[config.mk]
export PLATFORM = sky130hd
export DESIGN_NAME = tl45_writeback
export DESIGN_NICKNAME = d
export VERILOG_FILES = /design/src/rtl/tl45_writeback.sv
export SDC_FILE = /design/constraint.sdc
export NUM_CORES = 1
export LEC_CHECK = 0
export ABC_CLOCK_PERIOD_IN_PS = 3050
export BUFFER_PORTS_ARGS = -buffer_cell sky130_fd_sc_hd__buf_2
export CORE_UTILIZATION = 54
export DETAILED_ROUTE_END_ITERATION = 6
export PLACE_DENSITY = 0.89
export REMOVE_ABC_BUFFERS = 1
export SETUP_SLACK_MARGIN = 0.3
export SYNTH_ARGS = -nofsm -noshare
export SYNTH_HDL_FRONTEND = slang
export SYNTH_SLANG_ARGS = --single-unit
[constraint.sdc]
create_clock -name clk -period 3.05 [get_ports clk]
set_input_delay 0.305 -clock clk [delete_from_list [all_inputs] [get_ports clk]]
set_output_delay 0.305 -clock clk [all_outputs]
set_load 0.02 [all_outputs]
[src/rtl/tl45_writeback.sv]
// tl45 writeback: arbitrates ALU and memory results onto the register-file write port,
// keeps the RAW pending scoreboard and a one-entry ALU skid buffer. Option: TL45_WB_FORWARD_EN.
module tl45_writeback (
    input  logic        clk,
    input  logic        reset,
    input  logic        i_alu_valid,
    output logic        o_alu_ready,
    input  logic [3:0]  i_alu_dr,
    input  logic [31:0] i_alu_value,
    input  logic        i_mem_valid,
    input  logic [3:0]  i_mem_dr,
    input  logic [31:0] i_mem_value,
    input  logic        i_issue_valid,
    input  logic [3:0]  i_issue_dr,
    output logic [15:0] o_busy,
    output logic        o_rf_wr,
    output logic [3:0]  o_rf_addr,
    output logic [31:0] o_rf_data,
    output logic        o_fwd_valid,
    output logic [3:0]  o_fwd_addr,
    output logic [31:0] o_fwd_data
);

    logic        buf_valid;
    logic [3:0]  buf_dr;
    logic [31:0] buf_value;
    logic [15:0] busy;
    logic        rf_wr;
    logic [3:0]  rf_addr;
    logic [31:0] rf_data;

    logic        alu_accept;
    logic        win_valid;
    logic [3:0]  win_dr;
    logic [31:0] win_value;
    logic        win_write;
    logic        issue_set;
    logic [15:0] set_mask;
    logic [15:0] clr_mask;
    logic [15:0] busy_next;

    assign o_alu_ready = !buf_valid;
    assign alu_accept  = i_alu_valid && !buf_valid;

    // Memory cannot stall, so it always wins; the buffer drains ahead of fresh ALU results.
    always_comb begin
        win_valid = 1'b0;
        win_dr    = 4'd0;
        win_value = 32'd0;
        if (i_mem_valid) begin
            win_valid = 1'b1;
            win_dr    = i_mem_dr;
            win_value = i_mem_value;
        end else if (buf_valid) begin
            win_valid = 1'b1;
            win_dr    = buf_dr;
            win_value = buf_value;
        end else if (alu_accept) begin
            win_valid = 1'b1;
            win_dr    = i_alu_dr;
            win_value = i_alu_value;
        end
    end

    assign win_write = win_valid && (win_dr != 4'd0);
    assign issue_set = i_issue_valid && (i_issue_dr != 4'd0);

    always_ff @(posedge clk) begin
        if (reset) begin
            buf_valid <= 1'b0;
            buf_dr    <= 4'd0;
            buf_value <= 32'd0;
        end else if (i_mem_valid && alu_accept) begin
            buf_valid <= 1'b1;
            buf_dr    <= i_alu_dr;
            buf_value <= i_alu_value;
        end else if (!i_mem_valid && buf_valid) begin
            buf_valid <= 1'b0;
        end
    end

    always_ff @(posedge clk) begin
        if (reset) begin
            rf_wr   <= 1'b0;
            rf_addr <= 4'd0;
            rf_data <= 32'd0;
        end else begin
            rf_wr <= win_write;
            if (win_write) begin
                rf_addr <= win_dr;
                rf_data <= win_value;
            end
        end
    end

`ifdef TL45_WB_FORWARD_EN
    logic fwd_on;

    assign clr_mask    = win_write ? (16'd1 << win_dr) : 16'd0;
    assign fwd_on      = win_write && !reset;
    assign o_fwd_valid = fwd_on;
    assign o_fwd_addr  = fwd_on ? win_dr : 4'd0;
    assign o_fwd_data  = fwd_on ? win_value : 32'd0;
`else
    // Without bypass the clear waits for the register-file commit; a re-issue
    // of the same register in the winning cycle cancels the deferred clear.
    logic       clr_pend;
    logic [3:0] clr_dr;

    always_ff @(posedge clk) begin
        if (reset) begin
            clr_pend <= 1'b0;
            clr_dr   <= 4'd0;
        end else begin
            clr_pend <= win_write && !(issue_set && (i_issue_dr == win_dr));
            clr_dr   <= win_dr;
        end
    end

    assign clr_mask    = clr_pend ? (16'd1 << clr_dr) : 16'd0;
    assign o_fwd_valid = 1'b0;
    assign o_fwd_addr  = 4'd0;
    assign o_fwd_data  = 32'd0;
`endif

    assign set_mask  = issue_set ? (16'd1 << i_issue_dr) : 16'd0;
    assign busy_next = ((busy & ~clr_mask) | set_mask) & 16'hFFFE;

    always_ff @(posedge clk) begin
        if (reset) begin
            busy <= 16'd0;
        end else begin
            busy <= busy_next;
        end
    end

    assign o_busy    = busy;
    assign o_rf_wr   = rf_wr;
    assign o_rf_addr = rf_addr;
    assign o_rf_data = rf_data;

endmodule

==> results.cfg, run 1 <==
[layout]
n_fill_cell = 746
multi_input_area_mm2 = 0.002394
regArea_mm2 = 0.001882
nNetsFinal = 784
utilization = 0.6433
layout-drive-gt1-share = 0.2316
syn_to_final_growth_pct = 14.40
fin_area_mm2 = 0.005339

[route]
vias = 4406
wl_um = 11290
drtAntennaViolNets = 0
wl_per_cell_um = 13.87
via_per_inst = 5.413
initialDrtViolationCount = 257
dr.pass1.iters = 4
drc = 0

[floorplanning]
die_w_um = 94.97
initial_core_util = 0.5623
die_y_um = 94.97
core-area_mm2 = 0.008299
die_area_mm2 = 0.009018
std_cell_rows = 33
ios = 172

[synth]
seq_area_frac_synth = 0.4032
ys_types = 40
synth_cells = 594
yosys-top-cells-area = dfxtp_1 (40%), nand2_1 (9.7%), mux2i_1 (6.9%)
ys_warn_count = 0
synthesis.area_mm2 = 0.004667
synth_top_area_frac = 0.4032
yosys_register_bits = 94
synthFlopType = dfxtp_1
synthArstFlopShare = 0
syn_area_per_cell_um2 = 7.857
yosys.area.top_type = dfxtp_1
synth_edf_count = 0

[clocking]
clk_path_buf_depth = 2
h-tree-depth = 3
clk_pin_slew_ps = 100
cts_tree = built
worstSkewPairLatency_ps = 360
cts_sinks = 94
post-cts-setup-buffers = 0
cts_root_buf = clkbuf_8
holdBufCountCts = 0
post_cts_resized = 0
cts_made_buffers = 9

[global_route]
grt_max_degree = 62
gr-total-overflow = 0
grt_pass1_vias = 4063
grt_usage = 0.2558
antenna_found_initial = 1
grt_pass1_wl_um = 18360

[power_and_ir_drop]
p_per_area_mw_per_mm2 = 479.7
p_leak_nw = 2.332
vdd_drop_max_uv = 374.0

[critical_path]
cp_max_fo = 34
r2r_slack_ps = 850
crit_type = register to output port
crit_required_ps = 2740
critPathCaptureType = output port
worst_ep_arrival_time_ps = 2010
start_kind = register

[placement]
dpl_cell_area_mm2 = 0.005151
dp_hpwl_um = 8179
place.gp.congestion = 0.9104
port_buffers = 133

[sta]
finalClockSkew_ps = 14.35
rsz0062_at_grt = false
drv_slew = 0
setup-tns-final_ps = 0
fin_crit_sh = 0.7598
setup_viol = 0
max_slew.worst_pin.slew_ps = 680.2
timing.final.hold_violations = 0
layout_min_cycle_time_ps = 2317
maxSlewHeadroom = 0.5459
clock.fmax_mhz = 431.5

[hold_path]
hp-class = primary input to register

[run]
drv_cap = 0

[outcome]
status = complete, no violations
==> cell type report <==
type                       instances  share of cell area
multi-input combinational        453              0.4483
sequential                        94              0.3525
timing repair buffer             142              0.1373
clock buffer                      11             0.02836
tap                              105             0.02461
clock inverter                     5            0.006328
inverter                           3            0.002109
antenna                            1           0.0004687
==> layout by cell type (no fill, tap or decap), types with 2 or more instances in the layout <==
master	count
a21o_1	4
a21oi_1	60
a2bb2oi_1	2
a31oi_1	32
and2_1	32
and2b_1	2
and3_1	3
buf_2	133
buf_4	9
clkbuf_8	11
clkinv_2	2
clkinvlp_4	2
conb_1	38
dfxtp_1	94
inv_1	2
mux2i_1	32
nand2_1	120
nand2b_1	2
nand3_1	6
nand3b_1	6
nor2_1	36
nor2b_1	10
nor3b_1	2
o21ai_0	50
xnor2_1	3
==> flip-flops by register name, indices dropped and copies added, names as in the netlist <==
register and cells:
buf_dr 4, buf_valid 1, buf_value 32, clr_dr 4, clr_pend 1, o_busy 15, o_rf_addr 4, o_rf_data 32
o_rf_wr 1
==> per-stage QoR <==
step | setup slack (ps) | instances | power (mW) | hold WS (ps)
2_1_floorplan | -1302 | 550 | 1.619 | 374.1
6_report | 732.7 | 814 | 2.561 | 194.8
4_1_cts | 750.5 | 813 | 2.570 | 188.3
5_1_grt | 592.3 | 813 | 2.679 | 183.9
3_5_place_dp | 860.9 | 797 | 1.818 | 434.3
3_3_place_gp | 971.6 | 797 | 1.801 | 436.7
==> Yosys cell counts (all sizes together), types with 2 or more instances <==
master,count
and2b,2
mux2i,32
inv,3
nor3b,2
and3,3
xnor2,3
o21ai,50
a31oi,32
nand2b,2
clkbuf,25
a21oi,61
a21o,4
nand2,120
nor2b,10
nand3b,6
nor2,36
buf,56
a2bb2oi,2
dfxtp,94
and2,33
nand3,6
==> per-layer routing <==
metal / wire, um / vias to the layer above / share of wire / global-route usage
met1: 4677 / 2059 / 0.41 / 0.3099
met2: 5642 / 195 / 0.50 / 0.4472
li1: - / 2144 / - / -
met5: 0 / - / 0 / 0
met3: 912 / 8 / 0.081 / 0.07407
met4: 61 / 0 / 0.0054 / 0.05429
==> kinds of logic after synthesis <==
kind of cell | share of synthesized area
DFF | 0.4032
AOI/OAI and AO/OA | 0.1804
buffers and inverters | 0.1155
muxes | 0.07105
and+or+nand+nor | 0.2214
other | 0.0008035
xor gates and xnor gates | 0.007508
==> critical path: stages (launching register included) <==
cell and delay, ps:
dfxtp_1 770, buf_4 350, inv_2 280, buf_2 260
==> final timing paths <==
| check | cells past startpoint | to | from |
|---|---|---|---|
| max | 3 | o_alu_ready | buf_valid |
| min | 3 | buf_value[7] | i_alu_value[7] |
| max reg2reg | 6 | o_rf_data[13] | buf_valid |
| min reg2reg | 1 | o_rf_addr[1] | o_rf_addr[1] |
==> power by group <==
part | leakage (nW) | internal, mW | switching [mW]
clock | 0.0913 | 0.340 | 0.429
combinational | 1.47 | 0.165 | 0.299
sequential | 0.771 | 1.29 | 0.0368
total | 2.33 | 1.80 | 0.765
Note: power is estimated with default switching activity, not from simulation.
==> run 2: changes to the inputs <==
- ABC_CLOCK_PERIOD_IN_PS: 3050 -> 2310
- CORE_UTILIZATION: 54 -> 50
- PLACE_DENSITY: 0.89 -> 0.84
- clock period: 3.05 -> 2.31 ns (I/O delays scaled with it)
==> run 2 against run 1 <==
- clock skew is 6.8 ps lower
- wire length is 0.95% higher
- register-to-register slack worse by 320 ps
- count of clock-buffer cells in the layout stayed put
- sequential share of layout area is 0.41 points lower
- core utilization is 3.5 points lower
- total power is 38% higher
==> results.cfg, run 2 (synthesis gave the netlist of run 1 again) <==
[global_route]
grt_max_degree = 62
antenna_found_initial = 3
grt_pass1_vias = 4206
grt_usage = 0.2366
gr-max-usage-layer = met2
use_met3 = 0.05248
grtUsageMet2 = 0.4182
grt_pass1_wl_um = 18810
gr-total-overflow = 0
use_met1 = 0.2813

[power_and_ir_drop]
p_sw_mw = 0.9973
vdd_drop_max_uv = 356.2
switching_share = 0.2824
intPower_mw = 2.534
seq_power_share = 0.496
power_mw = 3.532
comb_power_share = 0.175
p_per_area_mw_per_mm2 = 653.4
p_leak_nw = 2.361
clkPwrFrac = 0.329

[sta]
whs_ps = 116.9
clock.fmax_mhz = 563.2
rsz0062_at_grt = false
layout_min_cycle_time_ps = 1776
max_slew.worst_pin.slew_ps = 529.6
drv_slew = 0
fin_crit_sh = 0.7687
finalClockSkew_ps = 7.553
setup_viol = 0
timing.final.hold_violations = 0
maxSlewHeadroom = 0.6469

[layout]
final_common_cell = buf_2
syn_to_final_growth_pct = 15.82
n_fill_cell = 777
nNetsFinal = 786
layout-drive-gt1-share = 0.2313
layout_common_cells = buf_2 (133), nand2_1 (120), dfxtp_1 (93)
instances_no_fill = 818

[critical_path]
worst_ep_arrival_time_ps = 2070
cp-startpoint = buf_valid
crit_type = register to register
r2r-end = o_rf_addr[1]
worstSetupEndpoint = o_rf_addr[1]
r2r_slack_ps = 530
crit_required_ps = 2610
r2r_cells = 6
worstReg2RegStart = buf_valid
cp_max_fo = 18
start_kind = register
critPathCaptureType = register

[clocking]
h-tree-depth = 3
cts_tree = built
holdBufCountCts = 0
clk_path_buf_depth = 2
worstSkewPairLatency_ps = 350
cts_sinks = 94
cts_root_buf = clkbuf_8
cts_made_buffers = 9
clk_pin_slew_ps = 90

[route]
dr.pass1.iters = 4
initialDrtViolationCount = 227
wl_um = 11400
via_per_inst = 5.389
wl_per_cell_um = 13.94
drtAntennaViolNets = 0
vias = 4408
drc = 0

[run]
drv_cap = 0

[placement]
placedCellCount = 802
dp_hpwl_um = 8091
port_buffers = 133
place.gp.congestion = 0.9224

[floorplanning]
ios = 172
core-area_mm2 = 0.008891
initial_core_util = 0.5249
std_cell_rows = 34
die_w_um = 98.61
die_y_um = 98.61
die_area_mm2 = 0.009724

[hold_path]
hp-class = primary input to register

[outcome]
status = complete, no violations
==> run 2: cell count changes in the layout (fill, tap and decap cells not counted), sizes merged <==
cell,before,now
buf,142,144
bufinv,0,2
clkinv,3,1
clkinvlp,2,1
==> run 2: worst max-delay path: stages, from the launching register on <==
cell	delay [ps]
dfxtp_2	440
nand3b_1	140
a21oi_1	110
nor4_4	310
buf_4	370
and2b_1	230
a21o_1	120
==> run 2: worst min-delay path by stage <==
| stage | startpoint | endpoint | slack [ps] | cells after the start |
|---|---|---|---|---|
| final | i_alu_value[31] | buf_value[31] | 120 | 3 |
| after global routing | i_alu_value[2] | buf_value[2] | 110 | 3 |
| after CTS | i_alu_value[31] | buf_value[31] | 100 | 3 |
| after detailed placement | o_rf_addr[3] | o_rf_addr[3] | 430 | 1 |
| after global placement | o_rf_addr[3] | o_rf_addr[3] | 440 | 1 |
| after floorplan | reset | buf_dr[0] | 300 | 1 |
==> run 2: layout make-up <==
cell class              count  area [um^2]  area share
multi-input cells         453         2394      0.4428
flip-flops and latches     94         1883      0.3484
repair buffers            144        773.2      0.1431
well taps                 108        135.1     0.02500
clock buffers              11        131.4     0.02431
clock inverters             4        72.57     0.01343
inverters                   3        13.76    0.002546
diodes                      1        2.502   0.0004630
==> run 2: stage by stage <==
| step | cell area [um^2] | utilization | TNS [ps] | setup WS [ps] |
|---|---|---|---|---|
| 2_1_floorplan | 4278 | - | -75080 | -2042 |
| 3_3_place_gp | 5195 | 0.5843 | 0 | 428.0 |
| 3_5_place_dp | 5195 | 0.5843 | 0 | 351.1 |
| 4_1_cts | 5401 | 0.6075 | 0 | 436.8 |
| 5_1_grt | 5405 | 0.6079 | 0 | 390.2 |
| 6_report | 5405 | 0.6079 | 0 | 534.4 |
==> run 2: timing repair <==
| action | in CTS | in global routing |
|---|---|---|
| buffers inserted | 0 | 0 |
| gates resized for setup | 1 | 1 |
| endpoints found under the setup margin | 1 | 28 |
==> run 2: layer usage <==
metal  up-vias  routed length (um)  part of all wire
met1      2053                4805              0.42
met3        22                 880             0.077
li1       2148                   -                 -
met5         -                   0                 0
met2       185                5522              0.48
met4         0                 191             0.017
==> run 2: power by group through the flow <==
stage	logic, mW	clock network, mW	registers (mW)
6_report	0.620	1.16	1.75
5_1_grt	0.681	1.24	1.76
4_1_cts	0.618	1.17	1.75
3_5_place_dp	0.615	0	1.79
3_3_place_gp	0.601	0	1.78
2_1_floorplan	0.291	0	1.85
